[config.mk]
export PLATFORM = sky130hd
export DESIGN_NAME = if_fetch_unit
export DESIGN_NICKNAME = d
export VERILOG_FILES = /design/src/rtl/if_fetch_unit.sv
export SDC_FILE = /design/constraint.sdc
export NUM_CORES = 1
export LEC_CHECK = 0
export BUFFER_PORTS_ARGS = -buffer_cell sky130_fd_sc_hd__buf_4
export CELL_PAD_IN_SITES_DETAIL_PLACEMENT = 2
export CELL_PAD_IN_SITES_GLOBAL_PLACEMENT = 2
export CORE_MARGIN = 4
export CORE_UTILIZATION = 24
export DETAILED_ROUTE_END_ITERATION = 7
export HOLD_SLACK_MARGIN = 0.1
export MAX_ROUTING_LAYER = met4
export PLACE_DENSITY = 0.84
export SETUP_SLACK_MARGIN = 0.1
export SLEW_MARGIN = 20
export SYNTH_ARGS = -nofsm -noshare
export SYNTH_HDL_FRONTEND = slang
export SYNTH_SLANG_ARGS = --single-unit
[constraint.sdc]
create_clock -name clk -period 2.7 [get_ports clk]
set_input_delay 0.135 -clock clk [delete_from_list [all_inputs] [get_ports clk]]
set_output_delay 0.135 -clock clk [all_outputs]
set_load 0.005 [all_outputs]
[src/rtl/if_fetch_unit.sv]
// Instruction-fetch stage: owns the program counter, drives the next fetch
// address to a synchronous instruction memory, and pairs each returned word
// with its PC for decode. Handles stall, delayed-branch redirect, exception
// flush and misaligned-fetch reporting.
module if_fetch_unit #(
    parameter logic [31:0] RESET_PC = 32'hBFC0_0000,
    parameter logic [31:0] NOP_INST = 32'h0000_0000
) (
    input  logic        clk,
    input  logic        rst,
    input  logic        stall,
    input  logic        br_taken,
    input  logic [31:0] br_target,
    input  logic        flush,
    input  logic [31:0] flush_target,
    output logic [31:0] im_addr,
    input  logic [31:0] im_data,
    output logic [31:0] de_pc,
    output logic [31:0] de_inst,
    output logic        de_valid,
    output logic        de_adel
);

    // r_pc is the address whose data is on im_data this cycle
    logic [31:0] r_pc;
    logic        r_valid;
    logic        r_pend;
    logic [31:0] r_pend_tgt;

    logic [31:0] w_next_pc;

    // Next fetch address: flush > stall (hold) > new branch > pending branch > sequential
    always_comb begin
        w_next_pc = r_pc + 32'd4;
        if (flush) begin
            w_next_pc = flush_target;
        end else if (stall) begin
            w_next_pc = r_pc;
        end else if (br_taken) begin
            w_next_pc = br_target;
        end else if (r_pend) begin
            w_next_pc = r_pend_tgt;
        end
    end

    // During reset the memory is primed with the first instruction address
    assign im_addr = rst ? RESET_PC : w_next_pc;

    // Advance PC, track word validity and hold a branch that arrived while stalled
    always_ff @(posedge clk) begin
        if (rst) begin
            r_pc       <= RESET_PC - 32'd4;
            r_valid    <= 1'b0;
            r_pend     <= 1'b0;
            r_pend_tgt <= 32'd0;
        end else begin
            r_pc <= w_next_pc;
            if (flush || !stall) begin
                r_valid <= 1'b1;
            end
            if (flush) begin
                r_pend <= 1'b0;
            end else if (stall) begin
                if (br_taken) begin
                    // A later branch during the same stall replaces the earlier one
                    r_pend     <= 1'b1;
                    r_pend_tgt <= br_target;
                end
            end else begin
                r_pend <= 1'b0;
            end
        end
    end

    // Flush kills the word in flight in the same cycle; a taken branch does not
    // (that word is the delay slot)
    assign de_pc    = r_pc;
    assign de_valid = r_valid & ~flush & ~rst;
    assign de_adel  = de_valid & (r_pc[1:0] != 2'b00);
    assign de_inst  = (de_valid && !de_adel) ? im_data : NOP_INST;

endmodule

==> results by group <==
Status
  – Status: finished clean

Detailed routing
  – Total Wirelength: about 25 mm
  – DR WL/cell: 24.5 um
  – Routed vias: 5725
  – DRC viols: 0
  – 1st-pass router iterations: 5
  – DR iter-0 viols: 381
  – Antenna violation net count after detailed routing: 0
  – Vias/cell: 5.54

Synthesis
  – Post-Synth Adder-Cell Area: 0.298%
  – Area contributors post-synth: dfxtp_1 31%, nand2_1 8.2%, a21oi_1 6.8%
  – Largest family of logic cells by synthesized area: simple AND/OR/NAND/NOR gates
  – Multiplexer share of the synthesized area: 2.35%
  – Post-synth EDFFs: 0
  – Synth Area in XOR/XNOR: 1.25%
  – Simple-Gate Fraction of Synth Area: 32.0%
  – Mapped Nets: around 670
  – Mean Syn Cell Area: 7.36 um2
  – Cell Area, Synth: 4200 um2
  – Compound-cell area share of the yosys netlist: 27.0%
  – Post-synth top area cell: dfxtp_1
  – Asr flop ratio synth: 0%
  – FF+latch count, synth: 66
  – Post-synth top area share: 31.4%
  – Commonest cells in the synthesized netlist: 92 x nand2_1, 66 x dfxtp_1, 57 x a21oi_1
  – Ys Warns: 0
  – Library cells used by synthesis: between 50 and 60
  – Register area share after synthesis: between 30% and 40%
  – Post-Synthesis Cells: 571
  – Post-synth top flop: dfxtp_1
  – Most frequent cell after synthesis: nand2_1

Power and ir drop
  – Switching Share: between 30 and 40%
  – PwrDens: ~480 nW/um2
  – Clock power frac: 38.9%
  – Int Power: ~2.2 mW
  – LEAKAGE: 3.03 nW
  – Total power: about 3.3 mW
  – Sequential Power Share: 33.6%
  – Maximum vdd ir drop: ~0.00026 V
  – NetSw: 1.12 mW
  – Combinational power share: 27.5%

Min path
  – Startpoint of the worst hold path: flush_target[22]
  – Endpoint, Worst Hold: de_pc[22]
  – Hold crit path type: input pin to flop
  – Hold Crit Depth: 3

Placement
  – Routability-driven placement congestion ratio: 0.856
  – Hpwl dp: roughly 17 mm
  – Placed instance count: 966
  – Port Buffers: 198
  – Pre-CTS WS: 0.297 ns
  – Post-Place Cell Area: approximately 6000 um2

Timing
  – Endpoints failing hold: 0
  – Final period util: 93.2%
  – RSZ-0062 raised after global routing: yes
  – Clk_skew: 0.0134 ns
  – Worst slew pin tran: 1.00 ns
  – Worst hold slack: ~0.13 ns
  – Max-slew violations: 0
  – Final min period: roughly 2.5 ns
  – Rel. slew slack: 33.0%
  – Max frequency: 397 MHz
  – Final Setup Violations: 0
  – Setup TNS Final: 0 ns
  – Worst setup margin: 0.184 ns

Setup path
  – Length in cells of the worst reg-to-reg path: 6
  – Setup CP Type: flop to primary output
  – Worst Path Max Fanout: 6
  – Critical path cell sequence: and3_1 -> and3_1 -> nand3_2 -> mux2_4 -> a221o_1 -> buf_4
  – Crit-path max cell delay: 0.42 ns
  – CP most frequent cell: and3_1
  – Worst setup SP type: flop
  – Setup crit end kind: primary output
  – R2r startpoint: r_pend
  – Crit-path slowest cell: dfxtp_1
  – Worst path arrival time: 2.38 ns
  – Register-to-Register Setup Slack: 0.62 ns
  – WP data required: 2.57 ns
  – Critical R2R Capture: de_pc[7]

Floorplan
  – Core area: 17200 um2
  – Die area: 19700 um2
  – Initial core utilization: approximately a quarter
  – Num rows: 48
  – Io pins: 199
  – Die height: 140 um
  – Die Width: 140 um

Finish
  – Core Util, Final: between 30% and 40%
  – Final instance area: 6830 um2
  – Layout cell share with drive strength beyond 1: around a third
  – Final layout net count: 906
  – Fill cells: 1924
  – Finished Layout Cells: between 1000 and 1500
  – Area Growth Syn to Fin: 62.4%
  – Antenna fix cells: 0

Global route
  – Vias in the first global route: ~6200
  – Remaining global-route overflow: 0
  – Number of antenna violations at the first check in global routing: 0
  – First-pass GRT wire length: 38.3 mm
  – All-Layer GR Usage: 25.8%
  – Pin count of the biggest net entering global routing: 39

CTS
  – Htree depth: 3
  – CTS tree: built
  – CTS Buf Count: 9
  – Skew-Pair Late Insertion Delay: 0.36 ns
  – Root Buffer: clkbuf_16
  – Clock sink total: 66
  – Clk slew on worst S/H paths: 0.06 ns
  – Clock buffer depth: 2

Run
  – Max Cap Violations: 0
[timing repair]
| action | CTS | global route |
|---|---|---|
| hold buffers | 45 | 0 |
| hold endpoints to repair | 45 | 0 |
| gates resized for setup | 7 | 23 |
| pin swaps | 1 | 4 |
| setup buffers | 1 | 6 |
| endpoints found under the setup margin | 10 | 16 |
[final cells by class]
type                            count  area (um2)  share of cell area, %
Clock buffer                        9         225                   3.30
Clock inverter                      7        82.6                   1.21
Inverter                           14        52.6                  0.770
Multi-Input combinational cell    443        2690                   39.3
Sequential cell                    66        1360                   19.9
Tap cell                          225         282                   4.12
Timing Repair Buffer              270        2140                   31.4
[registers in the layout (all words and copies together), names as in the netlist]
register / flops
de_pc: 32
r_pend_tgt: 32
r_pend: 1
r_valid: 1
[power groups by stage]
| stage | Combinational [mW] | Clock, mW | Sequential [mW] |
|---|---|---|---|
| 6_report | 0.911 | 1.29 | 1.11 |
| 5_1_grt | 0.974 | 1.37 | 1.12 |
| 4_1_cts | 0.854 | 1.28 | 1.10 |
| 3_5_place_dp | 0.791 | 0 | 1.12 |
| 3_3_place_gp | 0.766 | 0 | 1.11 |
| 2_1_floorplan | 0.364 | 0 | 1.11 |
[kinds of logic after synthesis]
| logic type | after synthesis |
|---|---|
| XOR/XNOR | 6 |
| multiplexers | 9 |
| AND/OR/NAND/NOR | 262 |
| adder cells (fa/ha/maj) | 1 |
| flip-flops | 66 |
| AO/OA/AOI/OAI | 165 |
| buffers and inverters | 62 |
[critical path, delay by kind of cell, from the launching register on]
family,cells,cell delay [ns]
DFF,1,0.42
muxes,1,0.34
and+or+nand+nor,3,0.77
AOI/OAI and AO/OA,1,0.36
buffers and inverters,1,0.14
[routing by layer]
metal / part of all wire (%) / vias up / GRT usage (%)
met5: 0 / - / -
met4: 4.1 / 0 / 12.0
met3: 4.0 / 59 / 3.65
met2: 51 / 201 / 42.8
met1: 41 / 2884 / 30.7
li1: - / 2581 / -
[cell usage in the layout (no fill, tap or decap), types with 8 or more instances in the layout]
| master | count |
|---|---|
| o21a_1 | 9 |
| inv_1 | 14 |
| or2_2 | 10 |
| dlygate4sd3_1 | 45 |
| dfxtp_1 | 52 |
| nand2_1 | 91 |
| nand4_1 | 11 |
| o311ai_0 | 8 |
| buf_4 | 224 |
| nand3_1 | 15 |
| o21ai_0 | 14 |
| a21oi_1 | 57 |
| a221o_1 | 11 |
| a221oi_1 | 20 |
| nor2_1 | 40 |
| and3_1 | 40 |
| nor3_1 | 13 |
| clkbuf_16 | 9 |
[how the worst max path moves through the flow]
stage,from,slack (ns),to
after floorplan,de_pc[2],0.65,im_addr[24]
after CTS,de_pc[2],0.10,im_addr[24]
after global placement,de_pc[9],0.42,im_addr[31]
final,de_pc[21],0.18,im_addr[31]
after global routing,de_pc[13],0.08,im_addr[24]
after detailed placement,de_pc[2],0.30,im_addr[18]
(Power assumes the default switching activity.)
